## src/rtl/key_io_device.sv

```systemverilog
// key_io_device: memory-mapped push-button responder.
// Synchronizes and debounces the four active-low KEY pins and exposes the
// debounced state (KDATA) plus a status/control register (KCTRL) on the CPU bus.
module key_io_device #(
    parameter int unsigned        DBITS           = 32,
    parameter logic [DBITS-1:0]   ADDR_KDATA      = DBITS'(32'hF0000010),
    parameter logic [DBITS-1:0]   ADDR_KCTRL      = DBITS'(32'hF0000110),
    parameter int unsigned        DEBOUNCE_CYCLES = 500000,
    parameter int unsigned        CNT_BITS        = 20
) (
    input  logic             clk,
    input  logic             reset,
    input  logic [3:0]       key_pin,
    input  logic [DBITS-1:0] addr,
    input  logic             rd_en,
    input  logic             wr_en,
    input  logic [DBITS-1:0] wdata,
    output logic [DBITS-1:0] rdata,
    output logic             sel,
    output logic             irq
);

    localparam logic [CNT_BITS-1:0] CNT_MAX = CNT_BITS'(DEBOUNCE_CYCLES);

    logic [3:0]          sync1;
    logic [3:0]          s;
    logic [3:0]          candidate;
    logic [CNT_BITS-1:0] count;
    logic [3:0]          kdata;
    logic                ready;
    logic                overrun;
    logic                ie;

    logic                ready_next;
    logic                overrun_next;
    logic                ie_next;

    logic                hit_kdata;
    logic                hit_kctrl;
    logic                kdata_rd;
    logic                kctrl_wr;
    logic                change;
    logic                wdata_unused;

    assign hit_kdata = (addr == ADDR_KDATA);
    assign hit_kctrl = (addr == ADDR_KCTRL);
    assign sel       = hit_kdata | hit_kctrl;
    assign kdata_rd  = rd_en & hit_kdata;
    assign kctrl_wr  = wr_en & hit_kctrl;
    assign irq       = ready & ie;

    // Only wdata[8] (IE) and wdata[2] (Overrun clear) carry meaning.
    assign wdata_unused = ^{wdata[DBITS-1:9], wdata[7:3], wdata[1:0]};

    // A change commits once the candidate has been stable for the full window
    // and differs from what is already published.
    assign change = (count == CNT_MAX) && ((~candidate) != kdata);

    // Two-flop synchronizer; idle (released) pins read as 1.
    always_ff @(posedge clk) begin
        if (!reset) begin
            sync1 <= 4'hF;
            s     <= 4'hF;
        end else begin
            sync1 <= key_pin;
            s     <= sync1;
        end
    end

    // Shared debounce counter: restart on any difference, saturate at the limit.
    always_ff @(posedge clk) begin
        if (!reset) begin
            candidate <= 4'hF;
            count     <= '0;
        end else if (s != candidate) begin
            candidate <= s;
            count     <= '0;
        end else if (count < CNT_MAX) begin
            count     <= count + CNT_BITS'(1);
        end
    end

    // Publish debounced key state (1 = pressed).
    always_ff @(posedge clk) begin
        if (!reset) begin
            kdata <= 4'h0;
        end else if (change) begin
            kdata <= ~candidate;
        end
    end

    // KCTRL next state: a read consumes the pending event, an event wins over an Overrun clear.
    always_comb begin
        ready_next   = ready;
        overrun_next = overrun;
        ie_next      = ie;
        if (kctrl_wr) begin
            ie_next = wdata[8];
            if (!wdata[2]) begin
                overrun_next = 1'b0;
            end
        end
        if (change) begin
            if (ready && !kdata_rd) begin
                overrun_next = 1'b1;
            end
            ready_next = 1'b1;
        end else if (kdata_rd) begin
            ready_next = 1'b0;
        end
    end

    // KCTRL state register.
    always_ff @(posedge clk) begin
        if (!reset) begin
            ready   <= 1'b0;
            overrun <= 1'b0;
            ie      <= 1'b0;
        end else begin
            ready   <= ready_next;
            overrun <= overrun_next;
            ie      <= ie_next;
        end
    end

    // Read mux from current register state; zero when not addressed.
    always_comb begin
        rdata = '0;
        if (hit_kdata) begin
            rdata = DBITS'(kdata);
        end else if (hit_kctrl) begin
            rdata = DBITS'({ie, 5'b0, overrun, 1'b0, ready});
        end
    end

endmodule

```

## config.mk

```make
export PLATFORM = sky130hd
export DESIGN_NAME = key_io_device
export DESIGN_NICKNAME = d
export VERILOG_FILES = /design/src/rtl/key_io_device.sv
export SDC_FILE = /design/constraint.sdc
export NUM_CORES = 1
export LEC_CHECK = 0
export BUFFER_PORTS_ARGS = -buffer_cell sky130_fd_sc_hd__buf_2
export CAP_MARGIN = 25
export CORE_AREA = 2 2 59 102
export DETAILED_ROUTE_END_ITERATION = 16
export DIE_AREA = 0 0 61 104
export PLACE_DENSITY = 0.69
export SYNTH_ARGS = -nofsm -noshare
export SYNTH_HDL_FRONTEND = slang
export SYNTH_SLANG_ARGS = --single-unit
```

## constraint.sdc

```tcl
create_clock -name clk -period 3.7 [get_ports clk]
set_clock_uncertainty 0.1 [all_clocks]
set_input_delay 0.185 -clock clk [delete_from_list [all_inputs] [get_ports clk]]
set_output_delay 0.185 -clock clk [all_outputs]
set_load 0.01 [all_outputs]
```

==> reports/metrics.yaml <==
synth:
  syn-instance-count: 245
  synth_edf_count: 0
  synth_flop_cell: "dfxtp_1"
  synth_area_um2: 2120
  synth_cell_type_count: 43
  avgSynthCellArea_um2: 8.66
  synthArstFlopShare_pct: 0
  yosysSeqAreaShare_pct: 36.8
  synth-seq-cells: 39
  yosysWarnings: 0
clocking:
  cts_root_buf: "clkbuf_8"
  htreeDepth: 2
  clk_latency_ns: 0.31
  cts_sinks: 39
  numCtsBuffers: 5
  cts_tree: "built"
  clk_path_buf_depth: 2
  post_cts_resized: 0
  clkTransAtPathRegs_ns: 0.09
sta:
  fin_crit_ns: 2.10
  setup_ws_ns: 1.60
  tightest_slew_ns: 0.743
  tns_ns: 0
  fmax_ghz: 0.477
  slew_headroom_pct: 50.2
  drv_slew: 0
  rsz0062_at_grt: "false"
  final-setup-viol-count: 0
  hold_viol_final: 0
  period_share_pct: 56.6
setup_path:
  crit_fanout: 11
  max_stage_delay_ns: 0.62
  crit_family: "compound AO/OA/AOI/OAI gates"
  worstSetupStartpointType: "flop"
  cp_slowest_cell: "o211ai_1"
  critical_path_buf_inv_count: 0
  path_cells: "nand4_1 > or3_1 > o211ai_1 > o21ai_0 > a21oi_1"
  required_ns: 3.84
  crit_arrival_ns: 2.23
  critPathKind: "flop to flop"
  cp-end-kind: "flop"
grt:
  grt_pass1_wl_um: 7210
  grt-ovfl-total: 0
  grt_pass1_vias: 1703
  antenna_found_initial: 0
  grt_max_degree: 22
  grt.total_usage_pct: 14.8
floorplan:
  rows: 36
  core_um2: 5540
  die_y_um: 104
  ioPinCount: 106
  die_area_um2: 6340
  die_width_um: 61
  start_util_pct: 38.3
power:
  ir_drop_mv: 0.232
  power_mw: 0.806
  p_leak_nw: 1.02
  power_density_nw_per_um2: 328
detailed_routing:
  antenna_left: 0
  drt-vias-per-instance: 4.89
  routed_wirelength_um: 4340
  drt-wirelength-per-cell_um: 11.6
  drt_iter0_drc: 23
  via_count: 1833
  drc: 0
  drtPass1Iterations: 4
final_layout:
  nNetsFinal: 372
  final_util_pct: 44.3
  fill_cells: 565
  final_cell_mix: "buf_2, dfxtp_1, conb_1"
  n_antenna_cell: 0
  drive_gt1_share_pct: 20.7
  area_growth_pct: 15.8
  layout.cells.most_common: "buf_2"
place:
  dpl.hpwl_um: 3420
  place_ws_ns: 1.61
  io_buffers: 48
  gp_congestion: 0.798
min_path:
  hold_path.class: "input port to flop"
flow_run:
  cap_violations: 0
run_status:
  status: "finished clean"
## where the power goes
group	switching, mW	total [mW]	internal [mW]	leakage (nW)
logic	0.0401	0.0717	0.0316	0.658
clock network	0.168	0.303	0.135	0.0408
registers	0.00530	0.432	0.426	0.317
total	0.214	0.806	0.593	1.02
## flip-flops by register name, indices dropped and copies added (netlist names)
register,flops
ie,1
overrun,1
ready,1
kdata,4
count,20
sync1,4
candidate,4
s,4
## synth_stat cells, types with 2 or more instances
cell      count  area (um2)
a211oi_1      4        30.0
a21oi_1      12        60.1
a22o_1        2        17.5
a31o_1        3        26.3
and2_1        4        25.0
and3_1        3        18.8
buf_4        27         203
clkbuf_1      3        11.3
dfxtp_1      39         781
ha_1          2        25.0
inv_1        14        52.6
mux2i_1       6        60.1
nand2_1      11        41.3
nand2b_1     16         100
nand3_1       8        40.0
nand4_1      10        62.6
nor2_1       18        67.6
nor3_1        5        25.0
nor4_1        5        31.3
nor4_4        2        42.5
nor4b_1       3        26.3
o21ai_0       4        20.0
o21ai_1       7        35.0
o31ai_1       3        22.5
or3_1        10        62.6
xnor2_1       3        26.3
xor2_1        5        43.8
## worst min-delay path: cells and delay by family
| kind | cells | cell delay (ns) |
|---|---|---|
| compound gates | 1 | 0.06 |
| buf+inv | 1 | 0.10 |
| simple gates | 1 | 0.06 |
## cells by family after synthesis
logic type,count (synthesis),share of synthesized area [%]
DFF,39,36.8
buffers and inverters,46,13.3
xor gates and xnor gates,8,3.30
and+or+nand+nor,100,28.3
other,1,0.177
adders and majority gates,2,1.18
muxes,6,2.83
AOI/OAI and AO/OA,43,14.0
## worst paths after layout
kind	startpoint	end	slack, ns	cells after the start
setup reg to reg	count[15]$_SDFFE_PP0N_	count[8]$_SDFFE_PP0N_	1.60	5
hold / removal	wdata[8]	ie$_SDFFE_PN0P_	0.04	3
hold reg to reg	sync1[1]$_SDFF_PN1_	s[1]$_SDFF_PN1_	0.31	1
setup / recovery	count[15]$_SDFFE_PP0N_	count[8]$_SDFFE_PP0N_	1.60	5
## stage by stage
step	std cells	hold WS [ns]	area [um2]
after floorplan	271	0.158	2220
after global placement	363	0.265	2320
after detailed placement	363	0.269	2320
after CTS	375	0.0348	2460
after global routing	375	0.0451	2460
final	375	0.0375	2460
## area by class of cell
type	count	area, um2	area share, %
Clock buffer	5	68.8	2.80
Clock inverter	3	23.8	0.968
Inverter	14	52.6	2.14
Multi-Input combinational cell	186	1150	47.0
Sequential cell	39	781	31.8
Tap cell	76	95.1	3.87
Timing Repair Buffer	52	280	11.4
## timing repair
| action | CTS | global route |
|---|---|---|
| hold buffers | 4 | 0 |
| hold endpoints to repair | 4 | 0 |
| setup buffers | 0 | 0 |
## per-layer routing
| layer | track usage [%] | routed length [um] | part of all wire, % |
|---|---|---|---|
| met1 | 14.6 | 1600 | 37 |
| met2 | 28.4 | 2410 | 55 |
| met3 | 2.86 | 253 | 5.8 |
| met4 | 5.12 | 82 | 1.9 |
| met5 | 0 | 0 | 0 |
(Power assumes the default switching activity.)
